[config.mk]
export PLATFORM = sky130hd
export DESIGN_NAME = dispatch_queue
export DESIGN_NICKNAME = d
export VERILOG_FILES = /design/src/rtl/dispatch_queue_pkg.sv /design/src/rtl/dispatch_fifo_mem.sv /design/src/rtl/dispatch_queue.sv
export SDC_FILE = /design/constraint.sdc
export NUM_CORES = 1
export LEC_CHECK = 0
export ABC_AREA = 1
export CORE_ASPECT_RATIO = 1.75
export CORE_MARGIN = 3
export CORE_UTILIZATION = 55
export CTS_CLUSTER_SIZE = 8
export DETAILED_ROUTE_END_ITERATION = 8
export PLACE_DENSITY = 0.89
export SYNTH_ARGS = -nofsm -noshare
export SYNTH_HDL_FRONTEND = slang
export SYNTH_SLANG_ARGS = --single-unit
[constraint.sdc]
create_clock -name clock_i -period 10.4 [get_ports clock_i]
set_input_delay 2.08 -clock clock_i [delete_from_list [all_inputs] [get_ports clock_i]]
set_output_delay 2.08 -clock clock_i [all_outputs]
set_load 0.05 [all_outputs]
[src/rtl/dispatch_queue_pkg.sv]
// Shared decode-stage-2 definitions: format codes, functional-unit codes and the
// packed decoded-instruction entry that travels from decode into the dispatch queue.
package dispatch_queue_pkg;

    localparam int OPCODE_W    = 6;
    localparam int REG_W       = 5;
    localparam int ADDR_W      = 64;
    localparam int IMM_W       = 24;
    localparam int XO_W        = 10;
    localparam int FMT_W       = 5;
    localparam int REG_USE_W   = 2;
    localparam int FU_CODE_W   = 3;
    localparam int QUEUE_DEPTH = 4;
    localparam int FU_COUNT    = 8;

    typedef enum logic [FMT_W-1:0] {
        FMT_A, FMT_B, FMT_D, FMT_DQ, FMT_DS, FMT_DX, FMT_I, FMT_M,
        FMT_MD, FMT_MDS, FMT_SC, FMT_VA, FMT_VC, FMT_VX, FMT_X, FMT_XFL,
        FMT_XFX, FMT_XL, FMT_XO, FMT_XS, FMT_Z22, FMT_Z23, FMT_INVALID
    } format_e;

    localparam logic [FU_CODE_W-1:0] FU_BRANCH  = 3'd0;
    localparam logic [FU_CODE_W-1:0] FU_INT0    = 3'd1;
    localparam logic [FU_CODE_W-1:0] FU_INT1    = 3'd2;
    localparam logic [FU_CODE_W-1:0] FU_MULDIV  = 3'd3;
    localparam logic [FU_CODE_W-1:0] FU_LOAD    = 3'd4;
    localparam logic [FU_CODE_W-1:0] FU_STORE   = 3'd5;
    localparam logic [FU_CODE_W-1:0] FU_FPU     = 3'd6;
    localparam logic [FU_CODE_W-1:0] FU_SYSTEM  = 3'd7;

    typedef struct packed {
        logic [ADDR_W-1:0]    instruction_address;
        logic [OPCODE_W-1:0]  opcode;
        logic [XO_W-1:0]      x_opcode;
        logic                 x_opcode_enable;
        logic [FMT_W-1:0]     instruction_format;
        logic [IMM_W-1:0]     imm;
        logic                 imm_enable;
        logic [REG_W-1:0]     reg1;
        logic [REG_W-1:0]     reg2;
        logic [REG_W-1:0]     reg3;
        logic [REG_USE_W-1:0] reg1_use;
        logic [REG_USE_W-1:0] reg2_use;
        logic [REG_USE_W-1:0] reg3_use;
        logic                 reg1_enable;
        logic                 reg2_enable;
        logic                 reg3_enable;
        logic                 reg3_is_immediate;
        logic                 bit1;
        logic                 bit2;
        logic                 bit1_enable;
        logic                 bit2_enable;
        logic                 reg2_val_or_zero;
        logic [FU_CODE_W-1:0] functional_unit_code;
    } dq_entry_t;

    localparam int ENTRY_W = $bits(dq_entry_t);

endpackage

[src/rtl/dispatch_fifo_mem.sv]
// Entry storage for the dispatch queue: plain register array, one write port and one
// asynchronous read port. Contents are deliberately not reset.
module dispatch_fifo_mem #(
    parameter int DEPTH = 4,
    parameter int WIDTH = 8,
    parameter int PTR_W = $clog2(DEPTH)
) (
    input  logic             i_clk,
    input  logic             i_wr_en,
    input  logic [PTR_W-1:0] i_wr_addr,
    input  logic [WIDTH-1:0] i_wr_data,
    input  logic [PTR_W-1:0] i_rd_addr,
    output logic [WIDTH-1:0] o_rd_data
);

    logic [WIDTH-1:0] r_mem [DEPTH];

    always_ff @(posedge i_clk) begin
        if (i_wr_en) begin
            r_mem[i_wr_addr] <= i_wr_data;
        end
    end

    assign o_rd_data = r_mem[i_rd_addr];

endmodule

[src/rtl/dispatch_queue.sv]
// In-order dispatch FIFO between decode stage 2 and the functional units; the head entry
// is offered to exactly one unit with valid/ready, and decode is throttled through stall_o.
module dispatch_queue
    import dispatch_queue_pkg::*;
#(
    parameter int opcodeWidth      = OPCODE_W,
    parameter int regWidth         = REG_W,
    parameter int addressSize      = ADDR_W,
    parameter int immWidth         = IMM_W,
    parameter int XxoOpcodeWidth   = XO_W,
    parameter int formatIndexRange = FMT_W,
    parameter int QueueDepth       = QUEUE_DEPTH,
    parameter int FuCount          = FU_COUNT,
    parameter int CntWidth         = $clog2(QueueDepth) + 1
) (
    input  logic                        clock_i,
    input  logic                        resetn_i,
    input  logic                        flush_i,
    input  logic                        enable_i,
    input  logic [addressSize-1:0]      instructionAddress_i,
    input  logic [opcodeWidth-1:0]      opcode_i,
    input  logic [XxoOpcodeWidth-1:0]   xOpcode_i,
    input  logic                        xOpcodeEnable_i,
    input  logic [formatIndexRange-1:0] instructionFormat_i,
    input  logic [immWidth-1:0]         imm_i,
    input  logic                        immEnable_i,
    input  logic [regWidth-1:0]         reg1_i,
    input  logic [regWidth-1:0]         reg2_i,
    input  logic [regWidth-1:0]         reg3_i,
    input  logic [1:0]                  reg1Use_i,
    input  logic [1:0]                  reg2Use_i,
    input  logic [1:0]                  reg3Use_i,
    input  logic                        reg1Enable_i,
    input  logic                        reg2Enable_i,
    input  logic                        reg3Enable_i,
    input  logic                        reg3IsImmediate_i,
    input  logic                        bit1_i,
    input  logic                        bit2_i,
    input  logic                        bit1Enable_i,
    input  logic                        bit2Enable_i,
    input  logic                        reg2ValOrZero_i,
    input  logic [2:0]                  functionalUnitCode_i,
    output logic                        stall_o,
    output logic                        overflow_o,
    output logic [FuCount-1:0]          fuValid_o,
    input  logic [FuCount-1:0]          fuReady_i,
    output logic [addressSize-1:0]      instructionAddress_o,
    output logic [opcodeWidth-1:0]      opcode_o,
    output logic [XxoOpcodeWidth-1:0]   xOpcode_o,
    output logic                        xOpcodeEnable_o,
    output logic [formatIndexRange-1:0] instructionFormat_o,
    output logic [immWidth-1:0]         imm_o,
    output logic                        immEnable_o,
    output logic [regWidth-1:0]         reg1_o,
    output logic [regWidth-1:0]         reg2_o,
    output logic [regWidth-1:0]         reg3_o,
    output logic [1:0]                  reg1Use_o,
    output logic [1:0]                  reg2Use_o,
    output logic [1:0]                  reg3Use_o,
    output logic                        reg1Enable_o,
    output logic                        reg2Enable_o,
    output logic                        reg3Enable_o,
    output logic                        reg3IsImmediate_o,
    output logic                        bit1_o,
    output logic                        bit2_o,
    output logic                        bit1Enable_o,
    output logic                        bit2Enable_o,
    output logic                        reg2ValOrZero_o,
    output logic [2:0]                  functionalUnitCode_o,
    output logic [CntWidth-1:0]         count_o
);

    localparam int PTR_W = $clog2(QueueDepth);

    logic [PTR_W-1:0]    r_wr_ptr;
    logic [PTR_W-1:0]    r_rd_ptr;
    logic [CntWidth-1:0] r_count;
    logic                r_overflow;

    dq_entry_t           w_in_entry;
    dq_entry_t           w_head_raw;
    dq_entry_t           w_head;
    logic [ENTRY_W-1:0]  w_rd_data;
    logic                w_nonempty;
    logic                w_full;
    logic                w_deq;
    logic                w_enq;
    logic                w_drop;

    always_comb begin
        w_in_entry                      = '0;
        w_in_entry.instruction_address  = instructionAddress_i;
        w_in_entry.opcode               = opcode_i;
        w_in_entry.x_opcode             = xOpcode_i;
        w_in_entry.x_opcode_enable      = xOpcodeEnable_i;
        w_in_entry.instruction_format   = instructionFormat_i;
        w_in_entry.imm                  = imm_i;
        w_in_entry.imm_enable           = immEnable_i;
        w_in_entry.reg1                 = reg1_i;
        w_in_entry.reg2                 = reg2_i;
        w_in_entry.reg3                 = reg3_i;
        w_in_entry.reg1_use             = reg1Use_i;
        w_in_entry.reg2_use             = reg2Use_i;
        w_in_entry.reg3_use             = reg3Use_i;
        w_in_entry.reg1_enable          = reg1Enable_i;
        w_in_entry.reg2_enable          = reg2Enable_i;
        w_in_entry.reg3_enable          = reg3Enable_i;
        w_in_entry.reg3_is_immediate    = reg3IsImmediate_i;
        w_in_entry.bit1                 = bit1_i;
        w_in_entry.bit2                 = bit2_i;
        w_in_entry.bit1_enable          = bit1Enable_i;
        w_in_entry.bit2_enable          = bit2Enable_i;
        w_in_entry.reg2_val_or_zero     = reg2ValOrZero_i;
        w_in_entry.functional_unit_code = functionalUnitCode_i;
    end

    dispatch_fifo_mem #(
        .DEPTH (QueueDepth),
        .WIDTH (ENTRY_W)
    ) u_mem (
        .i_clk     (clock_i),
        .i_wr_en   (w_enq),
        .i_wr_addr (r_wr_ptr),
        .i_wr_data (w_in_entry),
        .i_rd_addr (r_rd_ptr),
        .o_rd_data (w_rd_data)
    );

    assign w_head_raw = dq_entry_t'(w_rd_data);
    assign w_nonempty = (r_count != '0);
    assign w_full     = (r_count == CntWidth'(QueueDepth));

    // Only the addressed unit's ready matters; a flush does not cancel a handshake the unit already saw.
    assign w_deq  = w_nonempty && fuReady_i[w_head_raw.functional_unit_code];
    assign w_enq  = resetn_i && enable_i && !flush_i && (!w_full || w_deq);
    assign w_drop = enable_i && !flush_i && w_full && !w_deq;

    always_ff @(posedge clock_i) begin
        if (!resetn_i) begin
            r_wr_ptr   <= '0;
            r_rd_ptr   <= '0;
            r_count    <= '0;
            r_overflow <= 1'b0;
        end else if (flush_i) begin
            r_wr_ptr <= '0;
            r_rd_ptr <= '0;
            r_count  <= '0;
        end else begin
            if (w_enq) begin
                r_wr_ptr <= r_wr_ptr + 1'b1;
            end
            if (w_deq) begin
                r_rd_ptr <= r_rd_ptr + 1'b1;
            end
            if (w_enq && !w_deq) begin
                r_count <= r_count + 1'b1;
            end else if (!w_enq && w_deq) begin
                r_count <= r_count - 1'b1;
            end
            if (w_drop) begin
                r_overflow <= 1'b1;
            end
        end
    end

    genvar gi;
    generate
        for (gi = 0; gi < FuCount; gi++) begin : g_fu_valid
            assign fuValid_o[gi] = w_nonempty &&
                                   (w_head_raw.functional_unit_code == FU_CODE_W'(gi));
        end
    endgenerate

    // Stale storage must never leak out while the queue is empty.
    assign w_head = w_nonempty ? w_head_raw : '0;

    assign instructionAddress_o = w_head.instruction_address;
    assign opcode_o             = w_head.opcode;
    assign xOpcode_o            = w_head.x_opcode;
    assign xOpcodeEnable_o      = w_head.x_opcode_enable;
    assign instructionFormat_o  = w_head.instruction_format;
    assign imm_o                = w_head.imm;
    assign immEnable_o          = w_head.imm_enable;
    assign reg1_o               = w_head.reg1;
    assign reg2_o               = w_head.reg2;
    assign reg3_o               = w_head.reg3;
    assign reg1Use_o            = w_head.reg1_use;
    assign reg2Use_o            = w_head.reg2_use;
    assign reg3Use_o            = w_head.reg3_use;
    assign reg1Enable_o         = w_head.reg1_enable;
    assign reg2Enable_o         = w_head.reg2_enable;
    assign reg3Enable_o         = w_head.reg3_enable;
    assign reg3IsImmediate_o    = w_head.reg3_is_immediate;
    assign bit1_o               = w_head.bit1;
    assign bit2_o               = w_head.bit2;
    assign bit1Enable_o         = w_head.bit1_enable;
    assign bit2Enable_o         = w_head.bit2_enable;
    assign reg2ValOrZero_o      = w_head.reg2_val_or_zero;
    assign functionalUnitCode_o = w_head.functional_unit_code;

    assign stall_o    = (r_count >= CntWidth'(QueueDepth - 1));
    assign overflow_o = r_overflow;
    assign count_o    = r_count;

endmodule

==> flow_summary.toml, run 1 <==
[die]
std_cell_rows = 98
start_util_pct = 55.9
core_um2 = 41000
die_w_um = 160
die_y_um = 276
fp.dieArea_um2 = 44200
io_pins = 313

[clock_network]
clockBufferDepth = 3
cts_buffers = 83
hold_buffers = 0
clk_latency_ns = 0.59
clock-sinks = 586
cts_resized = 0
cts_root_buf = "clkbuf_16"
htree_levels = 3
clkTransAtPathRegs_ns = 0.05
post-cts-setup-buffers = 0
cts_tree = "built"

[routing]
routedWlPerCell_um = 21.7
drt_wl_total_um = 58600
ant_nets = 0
firstDrtPassIters = 8
vias = 15707
drtIter0Drc = 1494
viasPerCell = 5.82
route.detailed.drc = 0

[pwr]
leakagePower_nw = 9.63
p_per_area_nw_per_um2 = 197
ir_drop_v = 0.000157

[critical_path]
arrival_ns = 4.61
crit_slowest_cell = "buf_4"
crit_chain = "inv_6, buf_4, o21ai_0, a21oi_1, clkdlybuf4s50_1"
cp-end-kind = "output pin"
crit_buf_inv = 3
r2r_slack_ns = 5.49
critPathRequiredTime_ns = 8.32
start_kind = "register"
crit_type = "register to output pin"
reg2reg_to = "u_mem.r_mem[2][92]"
cpLargestDelayFamily = "buffers and inverters"
rr_worst_depth = 11
cp_max_fo = 167
cp_slowest_stage_delay_ns = 0.92

[synth]
ys_warn_count = 0
syn_nets = 1975
synthFlopType = "edfxtp_1"
synth_seq_area_share_pct = 76.5
ys_ff_latch = 586
synth_area_per_cell_um2 = 12.6
synthCells = 1813
synth_edf_count = 576
synthArstFlopShare_pct = 0
syn_area_um2 = 22900
ys_types = 26

[timing]
final-setup-viol-count = 0
tns_ns = 0
rsz0062_at_grt = "no"
max_slew_margin_pct = 24.1
finalHoldViolCount = 0
fmaxAchievable_mhz = 149
layout_min_cycle_time_ns = 6.69
fin_crit_sh_pct = 64.4
tightest_slew_ns = 1.14
finalClockSkew_ns = 0.0307
final_max_slew_viol_count = 0

[finish]
multi_input_area_um2 = 4830
fin_cells = 2700
finalNetCount = 2279
layout-drive-gt1-share_pct = 6.00
fill_cells = 2556
regArea_um2 = 17500
syn_to_final_growth_pct = 25.3
fin_area_um2 = 28700

[worst_hold_path]
worstHoldStart = "overflow_o"
min_to = "overflow_o"
hold_depth = 2
hp-class = "register to register"

[run]
maxCapViolCount = 0

[global_routing]
grt_overflow = 0
grt_pass1_vias = 16336
grt_max_degree = 168
grt_first_pass_wirelength_um = 87600
antenna_found_initial = 18
grt_usage_pct = 25.6

[placement]
place_area_um2 = 26400
dpl.cell_count = 2582
port_buffers = 312
gp_congestion = 0.835
dp_hpwl_um = 32600

[status]
status = "finished clean"
worst reg2reg max path: stages (launching register included):
cell	delay, ns
dfxtp_4	0.89
inv_6	0.55
nand2_1	0.30
nand3_1	0.10
nand2_1	0.27
inv_1	0.14
nand2_1	0.12
nand3_2	0.13
nand3_2	0.15
nand2_4	0.12
nor2_4	0.80
buf_4	0.87
where the power goes:
part	leakage, nW	switching (W)	internal [W]	total [W]
clock	1.09	0.000919	0.00142	0.00234
sequential	5.28	0.0000147	0.00263	0.00265
combinational	3.26	0.000462	0.000206	0.000668
total	9.63	0.00140	0.00426	0.00566
final cells by class:
| type | instances | share of cell area [%] |
|---|---|---|
| Clock buffer | 93 | 7.38 |
| Multi-Input combinational cell | 1090 | 16.8 |
| Sequential cell | 586 | 61.1 |
| Tap cell | 550 | 2.40 |
| Clock inverter | 8 | 0.419 |
| Inverter | 28 | 0.393 |
| Antenna cell | 17 | 0.148 |
| Timing Repair Buffer | 328 | 11.4 |
metrics by stage:
| step | setup WS [ns] | hold WS, ns | power, W | util [%] |
|---|---|---|---|---|
| global route | 3.46 | 0.476 | 0.00581 | 70.0 |
| finish | 3.71 | 0.453 | 0.00566 | 70.0 |
| CTS | 3.71 | 0.457 | 0.00568 | 69.9 |
| floorplan | 1.07 | 0.489 | 0.00308 | - |
| detailed placement | 4.32 | 0.449 | 0.00335 | 64.4 |
| global placement | 4.43 | 0.446 | 0.00334 | 64.4 |
registers in the layout (all words and copies together) (netlist names), named ones only:
| name | flops |
|---|---|
| overflow_o | 1 |
| count_o | 3 |
| u_mem.r_mem | 576 |
| r_wr_ptr | 2 |
| r_rd_ptr | 2 |
cell usage in the layout, fill, tap and decap left out, types with 4 or more instances in the layout:
master	netlist	final
nor2_1	587	583
edfxtp_1	576	576
clkdlybuf4s50_1	0	312
o21ai_0	284	284
a21oi_1	145	145
clkbuf_16	0	83
nand2_1	39	39
inv_1	25	25
diode_2	0	17
buf_4	0	15
clkbuf_1	54	10
nand3_1	9	9
dfxtp_1	10	8
nand3_2	5	5
ha_1	5	5
inv_6	0	4
nor2_4	0	4
per-layer routing:
layer,global-route usage (%),wire length (µm)
met5,0,25
met3,5.63,4510
met2,47.0,31700
met4,15.3,2780
met1,26.8,19600
synthesized netlist by cell type (5+ instances only):
master,count,share of area (%)
a21oi_1,145,3.2
buf_1,8,0.13
buf_2,45,0.98
clkbuf_1,54,0.89
dfxtp_1,10,0.88
edfxtp_1,576,76
ha_1,5,0.27
inv_1,25,0.41
nand2_1,39,0.64
nand3_1,9,0.20
nand3_2,5,0.22
nor2_1,587,9.6
o21ai_0,284,6.2
worst max path at each step:
stage / depth (start not counted) / slack, ns / from / end
3_3_place_gp: 5 / 4.43 / register / xOpcode_o[1]
6_report: 5 / 3.71 / register / xOpcode_o[1]
2_1_floorplan: 6 / 1.07 / resetn_i / u_mem.r_mem[0][0]
4_1_cts: 5 / 3.71 / register / xOpcode_o[1]
3_5_place_dp: 5 / 4.32 / register / xOpcode_o[1]
5_1_grt: 5 / 3.46 / register / xOpcode_o[1]
cell families after synthesis:
family	after synthesis	synth area share, %
simple gates	652	11.1
fa+ha+maj	6	0.361
compound gates	430	9.41
xor+xnor	2	0.0766
flops	586	76.5
buf+inv	137	2.58
Power figures use the tool's default switching activity.
==> run 2, diff against run 1 <==
CORE_UTILIZATION = 49   (was 55)
PLACE_DENSITY = 0.84   (was 0.89)
clock period = 5.8 ns   (was 10.4 ns; I/O delays follow)
==> run 2 against run 1 <==
Clock skew decreased by 0.0080 ns. Utilization down 7.2 points. Combinational power up 81%. Count of clock-buffer cells in the layout rose by 18. First-iteration DRC count is 3.4% lower. Critical path depth is 1 higher. Worst setup slack lost 3.0 ns. Final cell count rose by 1.9%. Clock power grew 85%. Global-route usage down 2.1 points. Flip-flop and latch count unchanged. Largest cell class unchanged. Cell area grew 0.86%.
==> flow_summary.toml, run 2 (same netlist as run 1, synthesis figures left out) <==
[timing]
tns_ns = 0
final-setup-viol-count = 0
finalClockSkew_ns = 0.0227
fmaxAchievable_mhz = 197
setup_ws_ns = 0.712
layout_min_cycle_time_ns = 5.09
rsz0062_at_grt = "no"
whs_ns = 0.474
tightest_slew_ns = 1.31
final_max_slew_viol_count = 0
finalHoldViolCount = 0
fin_crit_sh_pct = 87.7
max_slew_margin_pct = 12.5

[placement]
dp_hpwl_um = 32300
gp_congestion = 0.791
port_buffers = 312
place_ws_ns = 1.45

[routing]
drt_wl_total_um = 58600
firstDrtPassIters = 5
viasPerCell = 5.63
drtIter0Drc = 1443
vias = 15487
route.detailed.drc = 0
ant_nets = 0
routedWlPerCell_um = 21.3

[worst_hold_path]
hp-class = "register to register"
min_to = "overflow_o"
worstHoldStart = "overflow_o"
hold_depth = 2

[run]
maxCapViolCount = 0

[die]
core_um2 = 46100
die_y_um = 292
std_cell_rows = 104
die_w_um = 169
fp.dieArea_um2 = 49400
start_util_pct = 49.7
io_pins = 313

[clock_network]
post-cts-setup-buffers = 0
hold_buffers = 0
cts_resized = 0
cts_root_buf = "clkbuf_16"
clk_latency_ns = 0.60
clkTransAtPathRegs_ns = 0.05
clockBufferDepth = 3
cts_buffers = 83
cts_tree = "built"
clock-sinks = 586
htree_levels = 3

[global_routing]
grt_usage_pct = 23.5
grt_overflow = 0
grt_max_degree = 249
antenna_found_initial = 16
grt_first_pass_wirelength_um = 89700
grt_pass1_vias = 16584

[critical_path]
start_kind = "register"
crit_type = "register to output pin"
cp-end-kind = "output pin"
rr_worst_depth = 12
arrival_ns = 3.93
r2r_slack_ns = 1.46
reg2reg_to = "u_mem.r_mem[3][69]"
cp_max_fo = 248
critPathRequiredTime_ns = 4.64

[finish]
top_register = "u_mem.r_mem"
largest_reg_flops = 576
finalNetCount = 2281
final_common_cell = "nor2_1"
layout-drive-gt1-share_pct = 6.04
final_cell_mix = "nor2_1, edfxtp_1, clkdlybuf4s50_1"
fill_cells = 3267
syn_to_final_growth_pct = 26.4

[pwr]
power_w = 0.0103
ir_drop_v = 0.000297
p_per_area_nw_per_um2 = 355
leakagePower_nw = 9.70

[status]
status = "finished clean"
-- run 2: changes by cell type in the layout (fill, tap and decap cells not counted), moves of 2 or more --
cell,previous run,this run
buf_12,1,10
buf_4,15,8
clkbuf_1,10,27
diode_2,17,15
-- run 2: metal layers --
metal  track usage (%)  wire, µm  vias to the layer above
met5                 0        13                        -
met4              14.8      3070                        2
met3              4.74      4110                      168
met2              42.7     31300                      779
met1              24.4     20100                     7516
li1                  -         -                     7022
-- run 2: final cells by class --
type / count / area, µm² / share of cell area [%]
tap: 583 / 729 / 2.52
multi-input combinational: 1090 / 4830 / 16.7
timing repair buffer: 330 / 3380 / 11.7
sequential: 586 / 17500 / 60.5
antenna: 15 / 37.5 / 0.130
clock buffer: 111 / 2200 / 7.62
inverter: 28 / 113 / 0.389
clock inverter: 7 / 115 / 0.398
-- run 2: worst max-delay path by stage --
stage / slack [ns] / from / to / cells past startpoint
floorplan: -0.30 / count_o[0] / u_mem.r_mem[0][0] / 6
global placement: 1.56 / register / fuValid_o[7] / 8
detailed placement: 1.45 / register / instructionAddress_o[62] / 6
CTS: 0.79 / register / instructionAddress_o[62] / 6
global route: 0.50 / register / fuValid_o[3] / 8
finish: 0.71 / register / bit2Enable_o / 6
-- run 2: metrics by stage --
step / instances / utilization [%] / cell area, µm²
2_1_floorplan: 1813 / - / 22900
3_5_place_dp: 2617 / 57.6 / 26600
6_report: 2750 / 62.8 / 28900
5_1_grt: 2749 / 62.8 / 28900
3_3_place_gp: 2617 / 57.6 / 26600
4_1_cts: 2735 / 62.7 / 28900
-- run 2: power breakdown --
part / total [W] / internal [W] / switching, W
clock network: 0.00432 / 0.00263 / 0.00169
logic: 0.00121 / 0.000373 / 0.000834
registers: 0.00474 / 0.00472 / 0.0000222
total: 0.0103 / 0.00772 / 0.00255
-- run 2: worst max-delay path, stage by stage (launching register included) --
cell             delay, ns
dfxtp_4               0.66
buf_12                0.65
nor2_1                0.12
nor2_1                0.15
o21ai_0               0.12
a21oi_1               0.36
clkdlybuf4s50_1       0.88
==> run 3, diff against run 2 <==
HOLD_SLACK_MARGIN = 0.1   (was not set)
==> results of run 3 <==
Final layout, timing and power as in run 2 (identical DEF).
